--- src/rtl/regfile_wb_sched.sv ---
// Write-back scheduler and hazard scoreboard for the 8 x 16-bit register file.
// Shares the single register-file write port between the ALU and load
// write-back sources with round-robin on ties, registers one write per cycle,
// and keeps a saturating pending-write count per register so issue logic can
// detect read-after-write hazards and select the forwarding path.
module regfile_wb_sched #(
    parameter int DW = 16,
    parameter int AW = 3
) (
    input  logic          clk,
    input  logic          rst_n,
    // ALU write-back request
    input  logic          alu_valid,
    input  logic [AW-1:0] alu_rd,
    input  logic [DW-1:0] alu_data,
    output logic          alu_ready,
    // Load write-back request
    input  logic          mem_valid,
    input  logic [AW-1:0] mem_rd,
    input  logic [DW-1:0] mem_data,
    output logic          mem_ready,
    // Issue of an instruction writing issue_rd
    input  logic          issue_valid,
    input  logic [AW-1:0] issue_rd,
    output logic          issue_stall,
    // Source operands of the instruction being decoded
    input  logic [AW-1:0] rd_a,
    input  logic [AW-1:0] rd_b,
    output logic          hazard_a,
    output logic          hazard_b,
    output logic          byp_a,
    output logic          byp_b,
    // Register file write port
    output logic          wr_en,
    output logic [AW-1:0] wr_addr,
    output logic [DW-1:0] wr_data,
    output logic          err
);

    localparam int NREG = 1 << AW;

    typedef enum logic {
        GRANT_ALU = 1'b0,
        GRANT_MEM = 1'b1
    } grant_t;

    grant_t     lastGrant;
    logic [1:0] cnt     [NREG];
    logic [1:0] cntNext [NREG];
    logic       effIssue;
    logic       commitZero;
    logic [1:0] cntIssue;
    logic [1:0] cntA;
    logic [1:0] cntB;

    // Arbitration: a lone requester always wins; on a tie the source that
    // did not win last time goes first. Ready never looks at wr_en.
    assign alu_ready = alu_valid & (~mem_valid | (lastGrant == GRANT_MEM));
    assign mem_ready = mem_valid & (~alu_valid | (lastGrant == GRANT_ALU));

    // Issue is refused only when the counter is full and no commit to the
    // same register frees a slot in this very cycle.
    assign cntIssue    = cnt[issue_rd];
    assign issue_stall = issue_valid & (cntIssue == 2'd3)
                       & ~(wr_en & (wr_addr == issue_rd));
    assign effIssue    = issue_valid & ~issue_stall;

    // The write leaving the port this cycle is the forwarding source; a
    // single outstanding write that is committing now is no longer a hazard.
    assign cntA     = cnt[rd_a];
    assign cntB     = cnt[rd_b];
    assign byp_a    = wr_en & (wr_addr == rd_a);
    assign byp_b    = wr_en & (wr_addr == rd_b);
    assign hazard_a = (cntA > 2'd1) | ((cntA == 2'd1) & ~byp_a);
    assign hazard_b = (cntB > 2'd1) | ((cntB == 2'd1) & ~byp_b);

    // Round-robin pointer, moved only by an accepted request.
    // NOTE: sequential state uses non-blocking assignments so every flop
    // samples pre-edge values regardless of block ordering.
    always_ff @(posedge clk or negedge rst_n) begin
        if (!rst_n) begin
            lastGrant <= GRANT_ALU;
        end else if (mem_ready) begin
            lastGrant <= GRANT_MEM;
        end else if (alu_ready) begin
            lastGrant <= GRANT_ALU;
        end
    end

    // Registered write port: an accept becomes a commit on the next cycle;
    // address and data hold when idle so the port does not toggle needlessly.
    always_ff @(posedge clk or negedge rst_n) begin
        if (!rst_n) begin
            wr_en   <= 1'b0;
            wr_addr <= '0;
            wr_data <= '0;
        end else begin
            wr_en <= alu_ready | mem_ready;
            if (mem_ready) begin
                wr_addr <= mem_rd;
                wr_data <= mem_data;
            end else if (alu_ready) begin
                wr_addr <= alu_rd;
                wr_data <= alu_data;
            end
        end
    end

    // Next pending counts: +1 on an effective issue, -1 on a commit, net zero
    // when both hit the same register; a commit never takes a count below 0.
    // NOTE: every combinational output gets its default before any branch so
    // no path leaves a value unassigned and no latch is inferred.
    always_comb begin
        commitZero = wr_en & (cnt[wr_addr] == 2'd0);
        for (int r = 0; r < NREG; r++) begin
            cntNext[r] = cnt[r];
            if (effIssue && (issue_rd == AW'(r)) && !(wr_en && (wr_addr == AW'(r)))) begin
                cntNext[r] = cnt[r] + 2'd1;
            end else if (wr_en && (wr_addr == AW'(r)) && !(effIssue && (issue_rd == AW'(r)))) begin
                if (cnt[r] != 2'd0) begin
                    cntNext[r] = cnt[r] - 2'd1;
                end
            end
        end
    end

    // Pending-write counters.
    // NOTE: this small array is real control state, so it is reset like any
    // flop; only pure data storage would be left unreset.
    always_ff @(posedge clk or negedge rst_n) begin
        if (!rst_n) begin
            for (int r = 0; r < NREG; r++) begin
                cnt[r] <= 2'd0;
            end
        end else begin
            for (int r = 0; r < NREG; r++) begin
                cnt[r] <= cntNext[r];
            end
        end
    end

    // Sticky error: a commit arrived for a register with nothing pending.
    always_ff @(posedge clk or negedge rst_n) begin
        if (!rst_n) begin
            err <= 1'b0;
        end else if (commitZero) begin
            err <= 1'b1;
        end
    end

endmodule

--- config.mk ---
export PLATFORM = sky130hd
export DESIGN_NAME = regfile_wb_sched
export DESIGN_NICKNAME = d
export VERILOG_FILES = /design/src/rtl/regfile_wb_sched.sv
export SDC_FILE = /design/constraint.sdc
export NUM_CORES = 1
export LEC_CHECK = 0
export ABC_AREA = 1
export CAP_MARGIN = 40
export CORE_ASPECT_RATIO = 1.1
export CORE_MARGIN = 3
export CORE_UTILIZATION = 52
export CTS_CLUSTER_DIAMETER = 40
export DETAILED_ROUTE_END_ITERATION = 6
export GPL_TIMING_DRIVEN = 0
export PLACE_DENSITY = 0.87
export SETUP_SLACK_MARGIN = 0.4
export SKIP_CTS_REPAIR_TIMING = 1
export SLEW_MARGIN = 20
export SYNTH_ARGS = -nofsm -noshare
export SYNTH_HDL_FRONTEND = slang
export SYNTH_SLANG_ARGS = --single-unit
--- constraint.sdc ---
create_clock -name clk -period 5.79 [get_ports clk]
set_input_delay 0.579 -clock clk [delete_from_list [all_inputs] [get_ports clk]]
set_output_delay 0.579 -clock clk [all_outputs]
set_load 0.02 [all_outputs]
Word level (Yosys, flattened, before mapping)
Cells that the tools add are included.
- word-level logic and storage cells: 208
- bits of input ports: 52
- register bits: 38
- bitwise logic cells: 27
- muxes and demuxes: 42
- $lt $le $gt $ge: 6
- add/subtract/negate cells: 16
- equal/unequal tests: 20
- reduce and logical (&&, ||, !) cells: 84
- operators by type and width (cell ; count):
    two-way mux 2 bit ; 32
    nonzero test 2 bit ; 25
    logical AND 1 bit ; 32
    two-way mux 16 bit ; 2
    binary-select mux 2 bit (select 3 bit) ; 4
    == test 3 bit, second input constant ; 8
    adder 2 x 1 -> 2 bit, second input constant ; 8
    >= comparator 4 bit, second input constant ; 4
    zero test 1 bit ; 16
    inverter 3 -> 4 bit ; 4
    AND reduction 2 bit ; 8
    subtractor 2 x 1 -> 2 bit, second input constant ; 8
    == test 3 x 2 -> 1 bit, second input constant ; 4
    bitwise AND 1 bit ; 11
    == test 3 bit ; 3
    inverter 1 bit ; 7
    == test 3 x 1 -> 1 bit, second input constant ; 2
    zero test 3 bit ; 2
    two-way mux 3 bit ; 2
    bitwise OR 1 bit ; 5
    == test 2 x 1 -> 1 bit, second input constant ; 2
    > comparator 2 x 1 -> 1 bit, second input constant ; 2
    == test 2 bit, second input constant ; 1
    zero test 2 bit ; 1
    two-way mux 1 bit ; 2

Longest topological paths before layout
- depth after elaboration: 14
- gate-level depth with buffers: 16
- mapped depth without buffers: 16

Worst setup path before layout
Ideal clock, no wire load.
- path kind: input -> register
- from: input port issue_rd[1]
- to: register cnt[5] in the netlist's numbering
- path buffers: 1
- slack: 3.667 ns
- stages on the path: 14
- required time: 5.703 ns
- data arrival time: 2.036 ns
- cells stage by stage: buf_2 -> inv_2 -> nand2_1 -> nand2_1 -> nor2_1 -> a21boi_1 -> nand3_2 -> nand2_2 -> nor2_1 -> ha_1 -> inv_1 -> nand2_1 -> xor2_1 -> a22oi_1
- longest elaborated chain between the ends: 14
- elaborated cells between the ends (all ways): 21
- classes of those cells: eq/ne: 3; mux: 4; bitwise: 7; reduce/logical: 7
- ends and longest elaborated chain (element ; line ; source):
    start: declaration ; 24 ; input logic [AW-1:0] issue_rd,
    inverter 3 -> 4 bit (not written as such) ; 63 ; assign cntIssue = cnt[issue_rd];
    binary-select mux 2 bit (select 3 bit) ; 63 ;
    two-way mux 2 bit (not written as such) (2 in series) ; 63 ;
    == test 2 bit ; 64 ; assign issue_stall = issue_valid & (cntIssue == 2'd3)
    bitwise AND 1 bit ; 64 ;
    bitwise AND 1 bit ; 65 ; & ~(wr_en & (wr_addr == issue_rd));
    inverter 1 bit ; 66 ; assign effIssue = issue_valid & ~issue_stall;
    bitwise AND 1 bit ; 66 ;
    logical AND 1 bit * ; 117, 119 ;
    zero test 1 bit ; 119 ; end else if (wr_en && (wr_addr == AW'(r)) && !(effIssue && (issue_rd == AW'(r)))) begin
    logical AND 1 bit ; 119 ;
    nonzero test 2 bit (no line) ; -- ;
    AND reduction 2 bit (no line) ; -- ;
    end signal: indexed assignment ; 137 ; cnt[r] <= cntNext[r];
    end: declaration ; 48 ; logic [1:0] cnt [NREG];
Every way passes the cells marked *; elsewhere a longest branch is shown, timed or not. The select of a mux whose other input is x is not followed.
A chain may end at the register's enable or synchronous reset.

Worst setup path in the final report
- from: input port issue_rd[0]
- to: output port issue_stall
- longest elaborated chain between the ends: 7
- elaborated cells between the ends (all ways): 10
- classes of those cells: eq/ne: 2; mux: 3; bitwise: 5
- ends and longest elaborated chain (element ; line ; source):
    inverter 3 -> 4 bit (not written as such) ; 63 ;
    binary-select mux 2 bit (select 3 bit) ; 63 ;
    two-way mux 2 bit (not written as such) (2 in series) ; 63 ;
    == test 2 bit ; 64 ;
    bitwise AND 1 bit ; 64 ;
    bitwise AND 1 bit * ; 65 ;
    end: declaration ; 25 ; output logic issue_stall,
Marks and branches as above.

==> results.json <==
{
  "status": "complete, no violations",
  "max_freq_ghz": 0.320,
  "die_h_um": 82.4,
  "fin_area_um2": 3770,
  "cts_tree": "built",
  "wl_um": 7680,
  "p_int_uw": 675,
  "synthSimpleGateAreaFrac_pct": 24.6,
  "swShare_pct": 36.2,
  "syn_avg_cell_area_um2": 6.78,
  "die_w_um": 75.5,
  "seqPwrFrac_pct": 35.9,
  "routedWlPerCell_um": 13.9,
  "worstPathMaxFanout": 10,
  "critPathSlowestCell": "clkdlybuf4s50_1",
  "gp_congestion": 0.891,
  "synth_ff_type": "dfrtp_1",
  "layout-drive-gt1-share_pct": 7.51,
  "synth_fa_ha_area_share_pct": 3.63,
  "critPathLaunchType": "input pin",
  "io_buffers": 77,
  "synth_top_family_by_area": "simple AND/OR/NAND/NOR gates",
  "pwr-share-clk_pct": 27.1,
  "clock_path_buffers": 2,
  "path_cells": "clkdlybuf4s50_1, buf_4, nand2_1, o21ai_1, nand2_1, nand2_1, nand2_1, nand2_1, nand3_2, inv_1, clkdlybuf4s50_1",
  "yosysSeqAreaShare_pct": 34.5,
  "dpl-instance-area_um2": 3620,
  "grt_max_degree": 22,
  "hold_violations": 0,
  "grt_pass1_wl_um": 12600,
  "num_vias": 3006,
  "synth_edf_count": 0,
  "synth_cell_types": 29,
  "synth.most_common_cell": "nand2_1",
  "synth_seq_cells": 38,
  "synthesis.nets": 467,
  "finClkSkew_ns": 0.00852,
  "cellLeakagePower_nw": 1.84,
  "clk_pin_slew_worst_paths_ns": 0.08,
  "cts-root-buf": "clkbuf_8",
  "worstMarginPinSlew_ns": 0.471,
  "rsz0062_at_grt": "no",
  "dp_hpwl_um": 6030,
  "syn_area_um2": 2760,
  "yosys-top-cells-area": "dfrtp_1, nand2_1, o21ai_0",
  "gr-total-overflow": 0,
  "route.detailed.drc": 0,
  "path_common_cell": "nand2_1",
  "syn_to_final_growth_pct": 36.6,
  "cpPeakStageDelay_ns": 0.60,
  "finalSetupViolations": 0,
  "synth_common_cells": "nand2_1, inv_1, o21ai_0, nor2_1, dfrtp_1",
  "first_pass_iters": 5,
  "ant_nets": 0,
  "diodes": 0,
  "critPathCaptureType": "primary output",
  "peakVddDrop_mv": 0.149,
  "period_minus_slack_ns": 3.13,
  "synth.area.mux_share_pct": 0,
  "cts_max_level": 2,
  "async_reset_ff_share_pct": 100,
  "yosysTopAreaCell": "dfrtp_1",
  "die-area_um2": 6220,
  "ios": 80,
  "fin_nets": 552,
  "crit_required_ns": 5.21,
  "slew_violations": 0,
  "antenna_found_initial": 0,
  "vias_per_cell": 5.46,
  "cts_buffers": 5,
  "grt_use_total_pct": 26.7,
  "cap_violations": 0,
  "core_um2": 5070,
  "start_util_pct": 54.4,
  "pwr-share-comb_pct": 37.0,
  "drt-initial-drc-count": 257,
  "num_rows": 27,
  "slew_headroom_pct": 68.6,
  "fin_crit_sh_pct": 54.0,
  "synth_top_area_share_pct": 34.5,
  "min_path_type": "input pin to asynchronous set/reset pin",
  "clk-insertion-delay-late_ns": 0.30,
  "grt_pass1_vias": 2877,
  "setup_tns_ns": 0,
  "critical_path_class": "input pin to primary output",
  "arrival_ns": 2.55,
  "cts_sinks": 38,
  "syn-instance-count": 407,
  "p_sw_uw": 384,
  "yosys_warnings": 0,
  "synth_compound_area_share_pct": 24.4,
  "yosys.area_share.xor_xnor_pct": 0.952,
  "power_density_nw_per_um2": 281
}
-- power by group through the flow --
| stage | combinational [mW] | clock [mW] | sequential (mW) |
|---|---|---|---|
| 2_1_floorplan | 0.209 | 0 | 0.393 |
| 3_3_place_gp | 0.376 | 0 | 0.381 |
| 3_5_place_dp | 0.387 | 0 | 0.383 |
| 4_1_cts | 0.390 | 0.288 | 0.379 |
| 5_1_grt | 0.436 | 0.300 | 0.390 |
| 6_report | 0.391 | 0.287 | 0.380 |
-- final cells by class --
| cell class | instances | area [um^2] |
|---|---|---|
| Fill cell | 393 | 1300 |
| Buffer | 13 | 73.8 |
| Tap cell | 58 | 72.6 |
| Multi-Input combinational cell | 288 | 1480 |
| Sequential cell | 38 | 951 |
| Clock inverter | 2 | 60.1 |
| Clock buffer | 6 | 82.6 |
| Timing Repair Buffer | 78 | 793 |
| Inverter | 68 | 255 |
-- cells in the final DEF, fill, tap and decap left out --
cell | synthesis | layout
a21boi_1 | 2 | 2
a21oi_1 | 23 | 23
a22oi_1 | 6 | 6
buf_16 | 0 | 1
buf_2 | 5 | 6
buf_4 | 1 | 1
buf_6 | 2 | 2
bufinv_16 | 0 | 2
clkbuf_1 | 5 | 5
clkbuf_8 | 0 | 6
clkdlybuf4s50_1 | 0 | 76
dfrtp_1 | 38 | 38
ha_1 | 8 | 8
inv_1 | 65 | 65
inv_2 | 3 | 3
nand2_1 | 98 | 98
nand2_2 | 2 | 2
nand3_1 | 13 | 13
nand3_2 | 1 | 1
nand3b_1 | 1 | 1
nand4_1 | 3 | 3
nor2_1 | 44 | 44
nor2_2 | 1 | 1
nor3_1 | 2 | 2
o211ai_1 | 3 | 3
o21ai_0 | 50 | 50
o21ai_1 | 2 | 2
o22ai_1 | 11 | 11
o22ai_2 | 10 | 10
o31ai_1 | 3 | 3
or2_2 | 1 | 1
or2_4 | 1 | 1
xor2_1 | 3 | 3
-- worst max-delay path, delay by kind of cell --
| family | cells | cell delay, ns |
|---|---|---|
| buffers and inverters | 4 | 1.46 |
| and+or+nand+nor | 6 | 0.40 |
| AOI/OAI and AO/OA | 1 | 0.10 |
-- logic make-up (layout without fill, tap and decap cells) --
logic type | after synthesis | after routing
adders and majority gates | 8 | 8
AOI/OAI and AO/OA | 110 | 110
DFF | 38 | 38
buffers and inverters | 81 | 167
and+or+nand+nor | 167 | 167
xor gates and xnor gates | 3 | 3
-- through the flow --
stage	hold slack [ns]	total power, mW	utilization (%)	instances	setup WS (ns)
2_1_floorplan	0.283	0.602	-	407	3.67
3_3_place_gp	0.456	0.757	71.1	542	2.73
3_5_place_dp	0.474	0.770	71.5	543	2.66
4_1_cts	0.240	1.06	74.3	551	2.66
5_1_grt	0.247	1.13	74.3	551	2.53
6_report	0.221	1.06	74.3	551	2.66
-- worst paths after layout --
check                      depth (start not counted)   startpoint  slack [ns]           to
setup / recovery                                  11  issue_rd[0]        2.66  issue_stall
max in group asynchronous                          2        rst_n        5.10        wr_en
hold reg to reg                                    1          err        0.50          err
hold / removal                                     1        rst_n        0.22      cnt[12]
setup reg to reg                                  14   wr_addr[1]        3.50       cnt[5]
min in group clk                                   1          err        0.50          err
-- state kept, by name, summed over array words and instances (netlist names) --
signal and count:
lastGrant 1, wr_data 16, wr_en 1, cnt 16
err 1, wr_addr 3
-- layer usage --
layer	vias up	GRT usage (%)	routed length [um]
met5	-	0	0
met4	0	10.3	151
met3	17	10.9	923
met2	162	43.5	3620
met1	1333	31.3	2990
li1	1494	-	-
No activity file was read; power rests on OpenSTA's default activity.
